--- config.mk ---
export PLATFORM = sky130hd
export DESIGN_NAME = scpu_sram_arb
export DESIGN_NICKNAME = d
export VERILOG_FILES = /design/src/rtl/scpu_sram_arb.sv
export SDC_FILE = /design/constraint.sdc
export NUM_CORES = 1
export LEC_CHECK = 0
export ABC_CLOCK_PERIOD_IN_PS = 3150
export CAP_MARGIN = 20
export CORE_ASPECT_RATIO = 2
export CORE_UTILIZATION = 45
export CTS_BUF_LIST = sky130_fd_sc_hd__clkbuf_8
export CTS_CLUSTER_DIAMETER = 40
export DETAILED_ROUTE_END_ITERATION = 6
export PLACE_DENSITY = 0.95
export REMOVE_ABC_BUFFERS = 1
export SLEW_MARGIN = 20
export SYNTH_ARGS = -nofsm -noshare
export SYNTH_HDL_FRONTEND = slang
export SYNTH_SLANG_ARGS = --single-unit
export TNS_END_PERCENT = 50
--- constraint.sdc ---
create_clock -name CLK -period 3.15 [get_ports CLK]
set_clock_uncertainty 0.15 [all_clocks]
set_input_delay 0.945 -clock CLK [delete_from_list [all_inputs] [get_ports CLK]]
set_output_delay 0.945 -clock CLK [all_outputs]
set_load 0.01 [all_outputs]
--- src/rtl/scpu_sram_arb.sv ---
// scpu_sram_arb: two-port (loader / CPU) arbiter in front of a single-port SRAM.
// Round-robin between the ports in run mode and loader-only access in load mode.
// CPU writes below PROT_LIM are granted but never reach the SRAM.
// Each access is IDLE -> ACC (-> RDCAP for reads) -> IDLE.
module scpu_sram_arb #(
    parameter int unsigned                  MEMORY_ADDR_WIDTH = 9,
    parameter int unsigned                  MEMORY_DATA_WIDTH = 8,
    parameter logic [MEMORY_ADDR_WIDTH-1:0] PROT_LIM          = 9'h100
) (
    input  logic                         CLK,
    input  logic                         RST_N,
    input  logic                         LOAD_N,
    // loader port
    input  logic                         LD_REQ,
    input  logic                         LD_WE,
    input  logic [MEMORY_ADDR_WIDTH-1:0] LD_A,
    input  logic [MEMORY_DATA_WIDTH-1:0] LD_D,
    output logic                         LD_GNT,
    output logic                         LD_RVLD,
    output logic [MEMORY_DATA_WIDTH-1:0] LD_Q,
    // CPU port
    input  logic                         CPU_REQ,
    input  logic                         CPU_WE,
    input  logic [MEMORY_ADDR_WIDTH-1:0] CPU_A,
    input  logic [MEMORY_DATA_WIDTH-1:0] CPU_D,
    output logic                         CPU_GNT,
    output logic                         CPU_RVLD,
    output logic                         CPU_ERR,
    output logic [MEMORY_DATA_WIDTH-1:0] CPU_Q,
    // SRAM side
    output logic                         CEN,
    output logic                         WEN,
    output logic [MEMORY_ADDR_WIDTH-1:0] A,
    output logic [MEMORY_DATA_WIDTH-1:0] D,
    input  logic [MEMORY_DATA_WIDTH-1:0] Q,
    output logic                         BUSY
);

    typedef enum logic [1:0] {
        IDLE,
        ACC,
        RDCAP
    } state_t;

    typedef enum logic {
        PORT_LD,
        PORT_CPU
    } port_t;

    state_t                         state;
    port_t                          favour;    // port preferred when both are eligible
    port_t                          cur_port;  // owner of the access in flight
    logic                           cur_rd;    // access in flight is a read

    logic                           ld_elig;
    logic                           cpu_elig;
    logic                           any_req;
    port_t                          win;
    logic                           win_we;
    logic [MEMORY_ADDR_WIDTH-1:0]   win_a;
    logic [MEMORY_DATA_WIDTH-1:0]   win_d;
    logic                           prot_hit;

    // Eligibility, round-robin winner selection and the winner's request fields.
    always_comb begin
        ld_elig  = LD_REQ;
        cpu_elig = CPU_REQ & LOAD_N;
        any_req  = ld_elig | cpu_elig;

        if (ld_elig && cpu_elig) begin
            win = favour;
        end else if (cpu_elig) begin
            win = PORT_CPU;
        end else begin
            win = PORT_LD;
        end

        if (win == PORT_CPU) begin
            win_we = CPU_WE;
            win_a  = CPU_A;
            win_d  = CPU_D;
        end else begin
            win_we = LD_WE;
            win_a  = LD_A;
            win_d  = LD_D;
        end

        prot_hit = (win == PORT_CPU) && win_we && (win_a < PROT_LIM);
    end

    // Access FSM with all outputs registered; strobes default low and CEN/WEN
    // default high so every edge leaving ACC closes the SRAM cycle.
    always_ff @(posedge CLK or negedge RST_N) begin
        if (!RST_N) begin
            state    <= IDLE;
            favour   <= PORT_LD;
            cur_port <= PORT_LD;
            cur_rd   <= 1'b0;
            CEN      <= 1'b1;
            WEN      <= 1'b1;
            A        <= '0;
            D        <= '0;
            LD_GNT   <= 1'b0;
            LD_RVLD  <= 1'b0;
            LD_Q     <= '0;
            CPU_GNT  <= 1'b0;
            CPU_RVLD <= 1'b0;
            CPU_ERR  <= 1'b0;
            CPU_Q    <= '0;
            BUSY     <= 1'b0;
        end else begin
            CEN      <= 1'b1;
            WEN      <= 1'b1;
            LD_GNT   <= 1'b0;
            CPU_GNT  <= 1'b0;
            CPU_ERR  <= 1'b0;
            LD_RVLD  <= 1'b0;
            CPU_RVLD <= 1'b0;

            case (state)
                IDLE: begin
                    if (any_req) begin
                        state    <= ACC;
                        BUSY     <= 1'b1;
                        cur_port <= win;
                        cur_rd   <= ~win_we;
                        A        <= win_a;
                        D        <= win_d;
                        favour   <= (win == PORT_LD) ? PORT_CPU : PORT_LD;
                        if (win == PORT_CPU) begin
                            CPU_GNT <= 1'b1;
                        end else begin
                            LD_GNT  <= 1'b1;
                        end
                        // A protected CPU write is granted but the SRAM stays deselected.
                        if (prot_hit) begin
                            CPU_ERR <= 1'b1;
                        end else begin
                            CEN <= 1'b0;
                            WEN <= ~win_we;
                        end
                    end
                end

                ACC: begin
                    if (cur_rd) begin
                        state <= RDCAP;
                    end else begin
                        state <= IDLE;
                        BUSY  <= 1'b0;
                    end
                end

                RDCAP: begin
                    state <= IDLE;
                    BUSY  <= 1'b0;
                    if (cur_port == PORT_CPU) begin
                        CPU_Q    <= Q;
                        CPU_RVLD <= 1'b1;
                    end else begin
                        LD_Q     <= Q;
                        LD_RVLD  <= 1'b1;
                    end
                end

                default: begin
                    state <= IDLE;
                    BUSY  <= 1'b0;
                end
            endcase
        end
    end

endmodule

# After elaboration in Yosys (flattened, before gate mapping)
# Index checks and enable logic that the tools add are counted.
[classes]
bitwise = 4
reduce_logical = 8
n_eq_ne = 4
n_mux = 29
order_cmp = 1
[op_table]
columns = ["op", "count"]
rows = [
  ["1-bit two-way mux", 23],
  ["9-bit less-than comparator (second input constant)", 1],
  ["9-bit two-way mux", 1],
  ["8-bit two-way mux", 1],
  ["2-bit AND reduction", 4],
  ["2-bit two-way mux", 2],
  ["2-bit != test (second input constant)", 2],
  ["2-bit case mux with 2 select lines", 1],
  ["1-bit logical AND", 3],
  ["2-bit by 1-bit equality test with 1-bit output (second input constant)", 1],
  ["2-bit equality test (second input constant)", 1],
  ["2-bit zero test", 1],
  ["1-bit NOT", 2],
  ["1-bit case mux with 2 select lines", 1],
  ["1-bit bitwise AND", 1],
  ["1-bit bitwise OR", 1],
]
[word_totals]
wordCells = 62
reg_bits = 46

# Logic depth before layout (Yosys ltp)
[logic_depth]
ltp_word = 9
ltp_mapped = 5
ltp_nobuf = 4

# Worst setup path after synthesis
# No wires, ideal clock.
[synth_path]
path_kind = "input-to-reg"
from = "in CPU_REQ"
to = "reg A[2]"
t_required_ns = 2.874
setup_slack_ns = 1.045
stages = 5
arrival_ns = 1.829
cell_sequence = "and2_1 and3_1 buf_6 buf_8 a221o_1"
[synth_via]
elab_chain_cells = 4
word_cells_on_any_way = 7
classes_between = "mux (3); bitwise (2); reduce/logical (2)"
[synth_rtl]
columns = ["item", "line", "rtl"]
rows = [
  ["from (decl)", "22", "input logic CPU_REQ,"],
  ["1-bit bitwise AND (*)", "67", "cpu_elig = CPU_REQ & LOAD_N;"],
  ["1-bit two-way mux or 1-bit logical AND (tied branches)", "72, 70", ""],
  ["1-bit two-way mux", "70", "if (ld_elig && cpu_elig) begin"],
  ["9-bit two-way mux", "78", "if (win == PORT_CPU) begin"],
  ["to (signal assigned)", "127", "A <= win_a;"],
  ["to (decl)", "33", "output logic [MEMORY_ADDR_WIDTH-1:0] A,"],
]
# Every way passes the cells marked *; elsewhere a longest branch is shown, timed or not.
# A chain may end at the register's enable or synchronous reset.

# Worst setup path after layout
[layout_path]
from = "reg CEN"
to = "out CEN"
[layout_lines]
columns = ["item", "line", "rtl"]
rows = [
  ["from (decl)", "31", "output logic CEN,"],
  ["from (signal assigned)", "99", "CEN <= 1'b1;"],
  ["from (signal assigned)", "112", "CEN <= 1'b1;"],
  ["from (signal assigned)", "139", "CEN <= 1'b0;"],
]
# No word-level cell between the ends.

==> impl_results.md <==
* Run status: completed
* Slew margin rel. at 0.424
* CORE AREA at 0.00392 sq mm
* Initial cell density of the core at 0.477
* Post-Synthesis Cells at 138
* Clock buffer count from CTS at 5
* Remaining Overflow, GRT at 0
* Worst setup SP type: register
* Worst EP required at 2.05 ns
* Worst Path Buf+Inv at 1
* Placed insts at 274
* Largest delay share family, worst path: flip-flops
* RSZ-0062 raised after global routing: no
* P_int at 1.79 mW
* Number of max-cap violations at 0
* Input/output buffers at 89
* Commonest non-fill, non-tap cells in the layout: clkdlybuf4s50_1 (88), dfrtp_1 (44), a21boi_0 (17), mux2_2 (16), a221o_1 (16)
* #FFs+latches synth at 46
* Largest net degree at the start of global routing at 47
* Share of cells above drive strength 1 at 0.143
* R2R depth at 4
* H-tree Lvls at 2
* Detailed Routing Iterations Pass 1 at 4
* Synth top area share at 0.588
* Iter 0 DRT Violations at 29
* Post-CTS setup buffer count at 0
* Worst Max-Slew Pin Slew at 0.861 ns
* Total number of vias at 1535
* Clk pwr share at 0.163
* CP Depth at 1
* Inserted Diodes at 0
* Final worst-path cycle share at 0.782
* Final hold vios at 0
* # IOs at 90
* Final Slew Violations at 0
* Placed instance area at 0.00280 sq mm
* Routed wire length per instance at 17.9 um
* Antenna violations before repair at 0
* Fin util at 0.741
* DRC violations left at 0
* Crit path DAT at 1.37 ns
* CTS tree: yes
* Fin cells at 282
* Leak at 1.24 nW
* Comb pwr share at 0.449
* Setup violators final at 0
* Crit path kind: register to output pin
* WHS at 0.361 ns
* Die area at 0.00444 sq mm
* Layout Nets at 279
* Max VDD drop at 587 uV
* Area Growth Syn to Fin at 55.4%
* Fin area at 0.00291 sq mm
* Reg clk slew, reported paths at 0.08 ns
* Most common cell after layout, fill and taps aside: clkdlybuf4s50_1
* Die H at 93.2 um
* CTS max path bufs at 2
* Drt via density at 5.44
* Number of gates resized after cts at 0
* Final GP Congestion at 0.779
* Hold buffer count at CTS at 0
* First-pass GRT wire length at 7790 um
* Sequential Power Share at 0.388
* Worst-path cell chain: clkdlybuf4s50_1
* Syn avg cell area at 13.6 sq um
* Slowest-stage cell, CP: dfstp_2
* Site Rows at 32
* Hold depth at 1
* Clk Latency, worst-skew pair at 0.30 ns
* NetSw at 0.819 mW
* Final HPWL DP at 3880 um
* Switching power share of the total at 0.313
* Fill count at 280
* CTS Sinks at 46
* Gr usage total at 0.255
* Crit path max fanout at 1
* Crit end category: output pin
* Sequential share of the synthesized area at 0.616
* Critical Path Max Stage Delay at 0.54 ns
* Final setup TNS at 0 ns
* Root buffer cell: clkbuf_8
* Routed wire length at 5050 um
* Tmin final at 2.46 ns
* Die Width at 47.6 um
* Vias in the first global route at 1657
* Post-synthesis cell type count at 25
* Hold Path Class: register to register
* Synth area leader: dfrtp_1
* Synth area leaders: dfrtp_1 (59%), mux2_2 (9.6%), a221o_1 (8.6%)
* Fmax at 406 MHz
* PD cells at 899 mW/mm^2
* Post-route ant nets at 0
* Post-Syn Area at 0.00187 sq mm
* Warnings from Yosys at 0
==> area by class of cell <==
cell class              instances  area (sq um)  area share
well taps                      51          63.8      0.0219
multi-input cells              80           644       0.222
inverters                       3          11.3     0.00387
flip-flops and latches         46          1150       0.397
clock buffers                   5          68.8      0.0237
repair buffers                 94           926       0.318
clock inverters                 3          41.3      0.0142
==> worst register-to-register path: stages, from the launching register on <==
cell and delay, ns:
dfrtp_1 0.44, nor2_1 0.69, buf_4 0.29, a21boi_0 0.12, a221o_1 0.30
==> worst paths after layout <==
kind | start | end | slack, ns
worst max-delay path | CEN | CEN | 0.69
worst min-delay path | LD_Q[1] | LD_Q[1] | 0.36
worst max register to register | state[1] | D[0] | 1.06
worst min register to register | LD_Q[1] | LD_Q[1] | 0.36
max in group asynchronous | RST_N | CEN | 1.98
min in group asynchronous | RST_N | CPU_Q[0] | 0.48
==> power by group through the flow <==
stage          clock, mW  combinational, mW  sequential [mW]
2_1_floorplan          0              0.388             1.10
3_3_place_gp           0               1.13             1.00
3_5_place_dp           0               1.18             1.01
4_1_cts            0.433               1.18             1.01
5_1_grt            0.456               1.27             1.04
6_report           0.427               1.17             1.01
==> metal layers <==
layer / vias up / track usage / wire (um)
met2: 91 / 0.447 / 2760
met5: - / 0 / 0
li1: 695 / - / -
met3: 17 / 0.0656 / 403
met4: 0 / 0.144 / 228
met1: 732 / 0.247 / 1660
==> Yosys cell counts <==
library cell  instances
nand3_1               4
clkbuf_1              4
nor2_1                3
nor3b_1               1
a21oi_1               3
a31o_2                1
mux2_2               16
buf_6                 2
buf_2                 2
dfrtp_1              44
and3_1                2
nor2b_1               1
and2_1                1
a221o_1              16
buf_8                 1
nand2_1               4
dfstp_2               2
a21o_1                3
inv_1                 3
o21ai_0               4
a31oi_1               1
a21boi_0             17
nand4_1               1
nand2b_4              1
nor3_1                1
==> state kept, by name, summed over array words and instances (netlist names) <==
name and flops:
LD_RVLD 1, cur_rd 1, WEN 1, cur_port 1, A 9, LD_GNT 1
CPU_RVLD 1, BUSY 1, state 2, CPU_GNT 1, favour 1, LD_Q 8
CEN 1, D 8, CPU_Q 8, CPU_ERR 1
==> logic make-up after synthesis <==
kind of cell | Yosys count | synth area share
compound gates | 45 | 0.193
flops | 46 | 0.616
buf+inv | 12 | 0.0394
simple gates | 19 | 0.0555
mux | 16 | 0.0963
==> per-stage QoR <==
step	setup WS [ns]	power, mW
6_report	0.687	2.61
5_1_grt	0.622	2.76
4_1_cts	0.672	2.63
3_5_place_dp	0.402	2.19
3_3_place_gp	0.462	2.13
2_1_floorplan	1.11	1.49
(Power assumes the default switching activity.)
